--- src/rtl/cla_acc_18bit_pkg.sv ---
// Shared types and constants for the 18-bit carry-lookahead frame accumulator.
// Also holds the lookahead carry function used inside the adder.
package cla_acc_18bit_pkg;

  localparam int unsigned DATA_W    = 18;
  localparam int unsigned CNT_W_DEF = 8;
  localparam int unsigned LA_W      = 5;   // bits per lookahead group
  localparam int unsigned GRP_N     = 4;   // groups covering the padded operand
  localparam int unsigned PAD_W     = LA_W * GRP_N;

  typedef enum logic {
    ACCUM = 1'b0,
    HOLD  = 1'b1
  } state_t;

  typedef struct packed {
    logic [DATA_W-1:0] sum;
    logic              ovf;
  } acc_t;

  // Flat lookahead: every carry is an explicit sum of generate/propagate products.
  function automatic logic [LA_W:0] lookahead(input logic [LA_W-1:0] g,
                                              input logic [LA_W-1:0] p,
                                              input logic            cin);
    logic [LA_W:0] c;
    logic          term;
    c    = '0;
    c[0] = cin;
    for (int unsigned i = 1; i <= LA_W; i++) begin
      term = cin;
      for (int unsigned k = 0; k < i; k++) term = term & p[k];
      c[i] = term;
      for (int unsigned j = 0; j < i; j++) begin
        term = g[j];
        for (int unsigned k = j + 1; k < i; k++) term = term & p[k];
        c[i] = c[i] | term;
      end
    end
    return c;
  endfunction

endpackage

--- src/rtl/cla_acc_18bit_cla.sv ---
// Two-level carry-lookahead adder: 18-bit operands, 19-bit result including carry-out.
// Operands are zero-padded to PAD_W so every lookahead group has the same width.
module cla_18bit
  import cla_acc_18bit_pkg::*;
(
  input  logic [DATA_W-1:0] i_add1,
  input  logic [DATA_W-1:0] i_add2,
  output logic [DATA_W:0]   o_result
);

  logic [PAD_W-1:0] a;
  logic [PAD_W-1:0] b;
  logic [PAD_W-1:0] g;
  logic [PAD_W-1:0] p;
  logic [PAD_W-1:0] c;
  logic [GRP_N-1:0] grp_g;
  logic [GRP_N-1:0] grp_p;
  logic [LA_W:0]    grp_c;
  logic             unused_carry;

  assign a = PAD_W'(i_add1);
  assign b = PAD_W'(i_add2);
  assign g = a & b;
  assign p = a ^ b;

  // Group generate/propagate, each group evaluated with zero carry-in.
  always_comb begin
    grp_g = '0;
    grp_p = '0;
    for (int unsigned k = 0; k < GRP_N; k++) begin
      grp_g[k] = 1'(lookahead(g[k*LA_W +: LA_W], p[k*LA_W +: LA_W], 1'b0) >> LA_W);
      grp_p[k] = &p[k*LA_W +: LA_W];
    end
  end

  assign grp_c = lookahead(LA_W'(grp_g), LA_W'(grp_p), 1'b0);

  // Bit carries inside each group, seeded by the group-level carry-in.
  always_comb begin
    c = '0;
    for (int unsigned k = 0; k < GRP_N; k++) begin
      c[k*LA_W +: LA_W] = LA_W'(lookahead(g[k*LA_W +: LA_W], p[k*LA_W +: LA_W], grp_c[k]));
    end
  end

  // Padded bits have g=p=0, so the carry into bit DATA_W is the true carry-out.
  assign o_result = {c[DATA_W], p[DATA_W-1:0] ^ c[DATA_W-1:0]};

  assign unused_carry = ^{c[PAD_W-1], grp_c[LA_W:GRP_N], a[PAD_W-1:DATA_W], b[PAD_W-1:DATA_W]};

endmodule

--- src/rtl/cla_acc_18bit.sv ---
// Frame accumulator: sums accepted samples through a CLA, reports sum/overflow/count
// per frame and holds the result until the consumer takes it.
module cla_acc_18bit
  import cla_acc_18bit_pkg::*;
#(
  parameter int unsigned CNT_W = CNT_W_DEF
) (
  input  logic              i_clk,
  input  logic              i_rst,
  input  logic              i_valid,
  input  logic [DATA_W-1:0] i_data,
  input  logic              i_last,
  output logic              o_ready,
  output logic              o_valid,
  input  logic              i_ready,
  output logic [DATA_W-1:0] o_sum,
  output logic              o_ovf,
  output logic [CNT_W-1:0]  o_count
);

  localparam logic [CNT_W-1:0] CNT_MAX = '1;

  state_t           state;
  state_t           state_next;
  acc_t             run;
  acc_t             res;
  logic [CNT_W-1:0] count;
  logic [CNT_W-1:0] count_inc;
  logic [CNT_W-1:0] res_count;
  logic [DATA_W:0]  sum;
  logic             accept;
  logic             handshake;

  cla_18bit u_cla (
    .i_add1   (run.sum),
    .i_add2   (i_data),
    .o_result (sum)
  );

  assign accept    = i_valid && o_ready;
  assign handshake = o_valid && i_ready;
  assign count_inc = (count == CNT_MAX) ? count : count + CNT_W'(1);

  assign o_sum   = res.sum;
  assign o_ovf   = res.ovf;
  assign o_count = res_count;

  always_ff @(posedge i_clk) begin
    if (i_rst) state <= ACCUM;
    else       state <= state_next;
  end

  always_comb begin
    state_next = state;
    case (state)
      ACCUM:   if (accept && i_last) state_next = HOLD;
      HOLD:    if (handshake)        state_next = ACCUM;
      default: state_next = ACCUM;
    endcase
  end

  // Handshake flags are registered copies of the next state.
  always_ff @(posedge i_clk) begin
    if (i_rst) begin
      o_ready <= 1'b1;
      o_valid <= 1'b0;
    end else begin
      o_ready <= (state_next == ACCUM);
      o_valid <= (state_next == HOLD);
    end
  end

  // Running accumulator is cleared only when the held result is consumed.
  always_ff @(posedge i_clk) begin
    if (i_rst) begin
      run       <= '0;
      count     <= '0;
      res       <= '0;
      res_count <= '0;
    end else if (handshake) begin
      run   <= '0;
      count <= '0;
    end else if (accept) begin
      run.sum <= sum[DATA_W-1:0];
      run.ovf <= run.ovf | sum[DATA_W];
      count   <= count_inc;
      if (i_last) begin
        res.sum   <= sum[DATA_W-1:0];
        res.ovf   <= run.ovf | sum[DATA_W];
        res_count <= count_inc;
      end
    end
  end

endmodule

--- config.mk ---
export PLATFORM = sky130hd
export DESIGN_NAME = cla_acc_18bit
export DESIGN_NICKNAME = d
export VERILOG_FILES = /design/src/rtl/cla_acc_18bit_pkg.sv /design/src/rtl/cla_acc_18bit_cla.sv /design/src/rtl/cla_acc_18bit.sv
export SDC_FILE = /design/constraint.sdc
export NUM_CORES = 1
export LEC_CHECK = 0
export CORE_UTILIZATION = 40
export CTS_BUF_LIST = sky130_fd_sc_hd__clkbuf_8
export DETAILED_ROUTE_END_ITERATION = 10
export PLACE_DENSITY_LB_ADDON = 0.2
export SLEW_MARGIN = 20
export SYNTH_ARGS = -nofsm -noshare
export SYNTH_HDL_FRONTEND = slang
export SYNTH_SLANG_ARGS = --single-unit
--- constraint.sdc ---
create_clock -name i_clk -period 3.4 [get_ports i_clk]
set_input_delay 0.68 -clock i_clk [delete_from_list [all_inputs] [get_ports i_clk]]
set_output_delay 0.68 -clock i_clk [all_outputs]
set_load 0.02 [all_outputs]
Word level (Yosys, flattened, before mapping):

Cells that the tools add are included.

* logic and storage cells: 122
* output and inout port bits: 29
* input bits: 23
* register bits after elaboration: 56

* reductions and logical operators: 7
* bitwise logic cells: 101
* eq/ne operators: 1
* mux-type cells: 4
* add/sub/neg operators: 1

Operator list (count)
* $or A1 B1 Y1: 48
* $and A1 B1 Y1: 47
* $xor A18 B18 Y18: 2
* $and A18 B18 Y18: 1
* $reduce_and A5 Y1: 2
* $add A8 B1 Y8 const B: 1
* $eq A8 B8 Y1 const B: 1
* $mux W8: 1
* $logic_and A1 B1 Y1: 3
* $not A1 Y1: 3
* $reduce_and A3 Y1: 1
* $mux W1: 2
* $pmux W1 S2: 1
* $reduce_or A2 Y1: 1

Logic depth before layout (Yosys ltp):

Gate-level depths: netlist of run 1.

* depth after elaboration: 20
* mapped depth: 11
* depth with buffers taken out: 11

By module:

From an unflattened synthesis of run 1, not the netlist that was laid out.

* cells, all modules: 340
* area, all modules: 2875.3 um^2

Modules (own cells, without submodules)
* cla_acc_18bit: sequential area each 1121.1 um^2, times used 1, area each 2188.3 um^2, cells an instance 261
* cla_18bit: sequential area each 0.0 um^2, times used 1, area each 686.9 um^2, cells an instance 79

Worst setup path before layout of run 1:

Ideal clock, no wire load.

* path kind: input-to-reg
* start point: in i_data[1]
* end point: reg run[18] (netlist bit)
* required time: 3.325 ns
* stages: 11
* data arrival time: 2.845 ns
* slack: 0.480 ns
* setup time: 0.075 ns
* cell sequence: ha_1 ha_1 o21ai_0 a211oi_1 a41oi_1 o21ai_0 ha_1 o21a_1 o21a_1 or2_2 o21ai_0

* longest elaborated chain between the ends: 18
* elaborated cells on any way between the ends: 22
* classes of those cells: bitwise (22)

Ends and longest elaborated chain
* from (decl): line cla_acc_18bit.sv:11 `input logic [DATA_W-1:0] i_data,`
* $xor A18 B18 Y18: line cla_acc_18bit_cla.sv:24 `assign p = a ^ b;`
* $and A1 B1 Y1 (2 in a row)
* $and A1 B1 Y1 (2 in a row): line cla_acc_18bit_pkg.sv:35 `for (int unsigned k = j + 1; k < i; k++) term = term & p[k];`
* $or A1 B1 Y1 (*) (4 in a row): line cla_acc_18bit_pkg.sv:36 `c[i] = c[i] | term;`
* $and A1 B1 Y1 (*) (2 in a row): line cla_acc_18bit_pkg.sv:35
* $or A1 B1 Y1 (*) (2 in a row): line cla_acc_18bit_pkg.sv:36
* $and A1 B1 Y1 (*)
* $and A1 B1 Y1 (*): line cla_acc_18bit_pkg.sv:31 `for (int unsigned k = 0; k < i; k++) term = term & p[k];`
* $or A1 B1 Y1 (*) (2 in a row): line cla_acc_18bit_pkg.sv:36
* $xor A18 B18 Y18 (*): line cla_acc_18bit_cla.sv:47 `assign o_result = {c[DATA_W], p[DATA_W-1:0] ^ c[DATA_W-1:0]};`
* to (decl): line cla_acc_18bit.sv:25 `acc_t run;`

Every way passes the cells marked *; elsewhere a longest branch is shown, timed or not.
A chain may end at the register's enable or synchronous reset.

Worst setup path in the final report of run 1:

* start point: in i_data[1]
* end point: reg res, in the netlist o_sum[14]

* longest elaborated chain between the ends: 20
* elaborated cells on any way between the ends: 24
* classes of those cells: bitwise (24)

Ends and longest elaborated chain
* $xor A18 B18 Y18: line cla_acc_18bit_cla.sv:24
* $and A1 B1 Y1 (2 in a row)
* $and A1 B1 Y1 (2 in a row): line cla_acc_18bit_pkg.sv:35
* $or A1 B1 Y1 (*) (4 in a row): line cla_acc_18bit_pkg.sv:36
* $and A1 B1 Y1 (*): line cla_acc_18bit_pkg.sv:35
* $or A1 B1 Y1 (*): line cla_acc_18bit_pkg.sv:36
* $and A1 B1 Y1 (*) (4 in a row)
* $or A1 B1 Y1 (*) (4 in a row): line cla_acc_18bit_pkg.sv:36
* $xor A18 B18 Y18 (*): line cla_acc_18bit_cla.sv:47
* to (decl): line cla_acc_18bit.sv:26 `acc_t res;`

Marked as above.

==> results.py, run 1 <==
metrics = {
    "run_status": {
        "status": "finished clean",
    },
    "routing": {
        "dr_total_vias": 2742,
        "wl_mm": 7.38,
        "vias_per_cell": 5.36,
        "antenna_left": 0,
        "drc": 0,
        "drt_pre_antenna_iters": 4,
        "wl_per_cell_um": 14.4,
        "first_iter_violations": 135,
    },
    "power_and_ir_drop": {
        "p_leak_nw": 1.49,
        "power_mw": 1.64,
        "power_density_nw_per_um2": 428,
        "ir_drop_v": 0.000271,
    },
    "worst_setup_path": {
        "crit_path_end_kind": "register",
        "crit_path_start": "i_data[1]",
        "worst_ep_required_time_ns": 3.61,
        "cp-start-kind": "primary input",
        "crit_arrival_ns": 3.37,
        "timing.rr.start": "run[2]$_SDFFE_PP0P_",
        "crit_path_max_fanout": 3,
        "crit_end": "o_sum[14]$_SDFFE_PP0P_",
        "ff2ff_path_depth": 12,
        "r2r_slack_ns": 0.69,
        "rr_endpoint": "o_sum[14]$_SDFFE_PP0P_",
        "crit_type": "primary input to register",
    },
    "floorplanning": {
        "rows": 31,
        "coreArea_um2": 7210,
        "chipHeight_um": 88.2,
        "io_pins": 52,
        "die_area_um2": 7780,
        "start_util_pct": 41.2,
        "die_x_um": 88.2,
    },
    "cts": {
        "clk_latency_ns": 0.32,
        "cts_setup_buffers": 0,
        "cts-resized-gates": 0,
        "cts_sinks": 56,
        "postCtsHoldBufs": 0,
        "clkTransAtPathRegs_ns": 0.11,
        "cts_made_buffers": 5,
        "cts_tree": "built",
        "htree_levels": 2,
        "cts.path.max_buffers": 2,
        "root_buffer": "clkbuf_8",
    },
    "synthesis": {
        "synth_cell_types": 48,
        "synth_top_area_cell": "dfxtp_1",
        "ys_seq_area_share_pct": 37.7,
        "synthTopCellsByArea": "dfxtp_1 38%, ha_1 9.7%, nand2_1 4.8%",
        "yosys-top-cells-count": "56 x dfxtp_1, 38 x nand2_1, 33 x nor2_1, 23 x ha_1, 22 x nand3_1",
        "synth_nets": 396,
        "synth.most_common_cell": "dfxtp_1",
        "yosysWarnings": 0,
        "synth_flop_cell": "dfxtp_1",
        "synth_area_per_cell_um2": 8.60,
        "async_flop_share_pct": 0,
        "netlist_area_um2": 2970,
        "synthCells": 346,
        "netlist.area_leader.share_pct": 37.7,
        "synth_edf_count": 0,
        "ys_seq_elements": 56,
    },
    "grt": {
        "grt_pass1_vias": 2502,
        "gr-total-overflow": 0,
        "grt_use_total_pct": 19.7,
        "antenna_found_initial": 0,
        "grt_pass1_wl_mm": 12.0,
        "grt_max_degree": 30,
    },
    "sta": {
        "relSlewSlack_pct": 44.3,
        "tightest_slew_ns": 0.836,
        "fin_skew_ns": 0.0108,
        "maxSlewViolCount": 0,
        "finalCriticalPeriod_ns": 3.16,
        "grt_setup_unrepaired": "no",
        "max_freq_mhz": 316,
        "hold_viol": 0,
        "fin_crit_sh_pct": 93.0,
        "setup_viol": 0,
    },
    "flow_run": {
        "maxCapViolations": 0,
    },
    "placed_design": {
        "dp_cells": 504,
        "dp_hpwl_mm": 5.33,
        "numPortBuffers": 51,
        "globalplace.congestion": 0.951,
    },
    "layout": {
        "final_util_pct": 53.1,
        "drive_above_1_share_pct": 10.4,
        "diodes": 0,
        "fin_cells": 512,
        "layout.nets": 462,
        "area_growth_pct": 28.7,
    },
    "hold_path": {
        "hp-class": "register to register",
    },
}
## routing by layer
metal / part of all wire (%) / global-route usage (%)
met2: 45 / 33.3
met3: 4.1 / 3.08
met5: 0 / 0
met1: 50 / 27.0
met4: 0.58 / 3.52
## report_power, final
group / switching, mW / internal (mW)
registers: 0.0377 / 0.712
clock network: 0.240 / 0.152
logic: 0.258 / 0.237
## kinds of logic after synthesis
group / share of synthesized area [%]
muxes: 1.72
adders and majority gates: 12.4
buffers and inverters: 3.32
AOI/OAI and AO/OA: 16.4
xor gates and xnor gates: 2.36
DFF: 37.7
and+or+nand+nor: 26.2
## placed cells by master (no fill, tap or decap), types with 12 or more instances in the layout
cell type	n
dfxtp_1	56
clkdlybuf4s50_1	51
nand2_1	38
nor2_1	32
buf_4	28
ha_1	23
nand3_1	22
o21ai_0	21
nor3_1	18
a21oi_1	16
a211oi_1	12
## critical path: stages
cell and delay, ns:
clkdlybuf4s50_1 0.43, ha_1 0.29, ha_1 0.13, o21ai_0 0.09, a211oi_1 0.32, buf_4 0.19
nand2_1 0.05, nand2_1 0.08, ha_1 0.14, o21ai_0 0.16, a211oi_1 0.38, nor4_1 0.09
a311o_1 0.34
## flip-flops by register name (all words and copies together), names as in the netlist
name and count:
o_sum 18, o_ready 1, count 8, o_ovf 1
run 19, o_valid 1, o_count 8
## how the worst min path moves through the flow
stage                                  startpoint                 endpoint  cells after the start
after detailed placement  o_count[6]$_SDFFE_PP0P_  o_count[6]$_SDFFE_PP0P_                      2
after global placement    o_count[6]$_SDFFE_PP0P_  o_count[6]$_SDFFE_PP0P_                      2
final                     o_count[6]$_SDFFE_PP0P_  o_count[6]$_SDFFE_PP0P_                      2
after global routing       o_sum[10]$_SDFFE_PP0P_   o_sum[10]$_SDFFE_PP0P_                      2
after floorplan               run[0]$_SDFFE_PP0P_      run[0]$_SDFFE_PP0P_                      2
after CTS                 o_count[6]$_SDFFE_PP0P_  o_count[6]$_SDFFE_PP0P_                      2
## area by class of cell
cell class,count,area [um^2]
clock buffer,5,68.8
clock inverter,3,26.3
fill,727,3390
inverter,3,11.3
multi-input combinational,267,1760
sequential,56,1120
tap,99,124
timing repair buffer,79,721
## per-stage QoR
stage          setup TNS (ns)  instance area, um^2  hold WS (ns)  worst slack, ns
4_1_cts                     0                 3830         0.465            0.231
2_1_floorplan               0                 2970         0.425            0.480
5_1_grt                     0                 3830         0.493          0.00776
6_report                    0                 3830         0.461            0.237
3_3_place_gp          -0.0472                 3730         0.445          -0.0331
3_5_place_dp           -0.261                 3730         0.448          -0.0883
Power figures use the tool's default switching activity.
==> inputs of run 2 (changes only) <==
--- a/config.mk
+++ b/config.mk
@@ -5,10 +5,11 @@
 export SDC_FILE = /design/constraint.sdc
 export NUM_CORES = 1
 export LEC_CHECK = 0
-export CORE_UTILIZATION = 40
+export CORE_UTILIZATION = 55
 export CTS_BUF_LIST = sky130_fd_sc_hd__clkbuf_8
 export DETAILED_ROUTE_END_ITERATION = 10
 export PLACE_DENSITY_LB_ADDON = 0.2
+export SETUP_SLACK_MARGIN = 0.5
 export SLEW_MARGIN = 20
 export SYNTH_ARGS = -nofsm -noshare
 export SYNTH_HDL_FRONTEND = slang
==> constraint.sdc (replaced) <==
create_clock -name i_clk -period 3.4 [get_ports i_clk]
set_input_delay 0.34 -clock i_clk [delete_from_list [all_inputs] [get_ports i_clk]]
set_output_delay 0.34 -clock i_clk [all_outputs]
set_load 0.02 [all_outputs]
==> run 2 against run 1 <==
Net effect:
- power is 1.6% lower
- worst setup slack better by 0.33 ns
- combinational power is 4.8% lower
- critical endpoint is now o_sum[17]$_SDFFE_PP0P_
==> results.py, run 2 (synthesized netlist as in run 1, its figures left out) <==
metrics = {
    "worst_setup_path": {
        "crit_arrival_ns": 3.08,
        "cp.depth": 11,
        "crit_path_max_fanout": 4,
        "worst_ep_required_time_ns": 3.64,
        "cp_slowest_cell": "clkdlybuf4s50_1",
        "crit_buf_inv": 1,
        "path_cells": "clkdlybuf4s50_1 -> ha_1 -> a21o_1 -> a221o_1 -> a41oi_2 -> o21ai_2 -> ha_1 -> o21a_1 -> o21a_1 -> or2_2 -> o21ai_0",
        "ff2ff_path_depth": 10,
        "cpPeakStageDelay_ns": 0.42,
        "cp-start-kind": "primary input",
        "cpLargestDelayFamily": "compound AO/OA/AOI/OAI gates",
        "crit_path_end_kind": "register",
        "crit_type": "primary input to register",
    },
    "layout": {
        "area_growth_pct": 23.6,
        "drive_above_1_share_pct": 7.63,
        "layout.nets": 442,
        "layout_common_cells": "56 x dfxtp_1, 51 x clkdlybuf4s50_1, 38 x nand2_1",
        "layout_commonest_cell": "dfxtp_1",
        "largest_register_ffs": 19,
        "multi_input_area_um2": 1790,
        "top_register": "run",
        "n_fill_cell": 403,
        "final_util_pct": 71.1,
        "seqCellArea_um2": 1120,
        "diodes": 0,
    },
    "sta": {
        "fin_skew_ns": 0.0143,
        "fin_setup_tns_ns": 0,
        "hold_viol": 0,
        "setup_ws_ns": 0.569,
        "maxSlewViolCount": 0,
        "finalCriticalPeriod_ns": 2.83,
        "setup_viol": 0,
        "fin_crit_sh_pct": 83.3,
        "tightest_slew_ns": 1.04,
        "max_freq_mhz": 353,
        "relSlewSlack_pct": 30.6,
        "grt_setup_unrepaired": "yes",
        "fin_hold_ws_ns": 0.459,
    },
    "grt": {
        "gr-total-overflow": 0,
        "grt_use_total_pct": 27.1,
        "antenna_found_initial": 0,
        "grt_pass1_vias": 2456,
        "grt_pass1_wl_mm": 11.6,
        "grt_max_degree": 27,
    },
    "placed_design": {
        "dp_hpwl_mm": 4.91,
        "preCtsSetupSlack_ns": 0.0745,
        "numPortBuffers": 51,
        "globalplace.congestion": 0.882,
    },
    "power_and_ir_drop": {
        "ir_drop_v": 0.000308,
        "power_mw": 1.61,
        "p_leak_nw": 1.40,
        "power_density_nw_per_um2": 438,
    },
    "routing": {
        "wl_mm": 7.23,
        "dr_total_vias": 2727,
        "first_iter_violations": 231,
        "wl_per_cell_um": 15.6,
        "drc": 0,
        "vias_per_cell": 5.89,
        "drt_pre_antenna_iters": 5,
        "antenna_left": 0,
    },
    "hold_path": {
        "hp-class": "register to register",
        "hold_depth": 2,
    },
    "floorplanning": {
        "chipHeight_um": 75.5,
        "die_x_um": 75.5,
        "start_util_pct": 57.5,
        "die_area_um2": 5710,
        "rows": 26,
        "io_pins": 52,
        "coreArea_um2": 5170,
    },
    "cts": {
        "cts_sinks": 56,
        "clkTransAtPathRegs_ns": 0.12,
        "cts_tree": "built",
        "cts_made_buffers": 5,
        "cts.path.max_buffers": 2,
        "htree_levels": 2,
        "root_buffer": "clkbuf_8",
        "postCtsHoldBufs": 0,
        "cts_setup_buffers": 0,
        "clk_latency_ns": 0.32,
    },
    "flow_run": {
        "maxCapViolations": 0,
    },
    "run_status": {
        "status": "finished clean",
    },
}
-- run 2: area by class of cell --
class                      count  area share, %
clock inverter                 3          0.749
multi-input combinational    267           48.7
sequential                    56           30.5
clock buffer                   5           1.87
timing repair buffer          59           15.5
tap                           70           2.38
inverter                       3          0.306
-- run 2: worst reg2reg max path, stage by stage (launching register included) --
cell,delay (ns)
dfxtp_1,0.34
ha_1,0.34
a21o_1,0.19
a221o_1,0.39
a41oi_2,0.19
o21ai_2,0.11
ha_1,0.21
o21a_1,0.20
o21a_1,0.20
or2_2,0.31
o21ai_0,0.15
-- run 2: metal layers --
| metal | up-vias | wire, um | global-route usage (%) |
|---|---|---|---|
| met2 | 84 | 3290 | 42.6 |
| met1 | 1290 | 3550 | 38.8 |
| met4 | 0 | 51 | 8.85 |
| li1 | 1346 | - | - |
| met3 | 7 | 342 | 3.44 |
| met5 | - | 0 | 0 |
-- run 2: per-stage QoR --
step | cell area (um^2) | instances
after floorplan | 2970 | 346
after global placement | 3550 | 455
after detailed placement | 3550 | 455
after CTS | 3640 | 463
after global routing | 3680 | 463
final | 3680 | 463
-- run 2: power breakdown --
group / total [mW] / leakage [nW] / internal [mW] / switching (mW)
combinational: 0.472 / 0.892 / 0.211 / 0.261
clock: 0.390 / 0.0463 / 0.152 / 0.238
sequential: 0.748 / 0.458 / 0.712 / 0.0367
total: 1.61 / 1.40 / 1.07 / 0.536
-- run 2: repair_timing --
item / in CTS / in global routing
resized for setup: 2 / 9
hold endpoints to repair: 0 / 0
endpoints found under the setup margin: 4 / 6
-- run 2: final timing paths --
kind	endpoint	slack, ns	startpoint
setup reg to reg	o_sum[17]$_SDFFE_PP0P_	0.71	run[12]$_SDFFE_PP0P_
hold / removal	o_count[6]$_SDFFE_PP0P_	0.46	o_count[6]$_SDFFE_PP0P_
hold reg to reg	o_count[6]$_SDFFE_PP0P_	0.46	o_count[6]$_SDFFE_PP0P_
setup / recovery	o_sum[17]$_SDFFE_PP0P_	0.57	i_data[11]
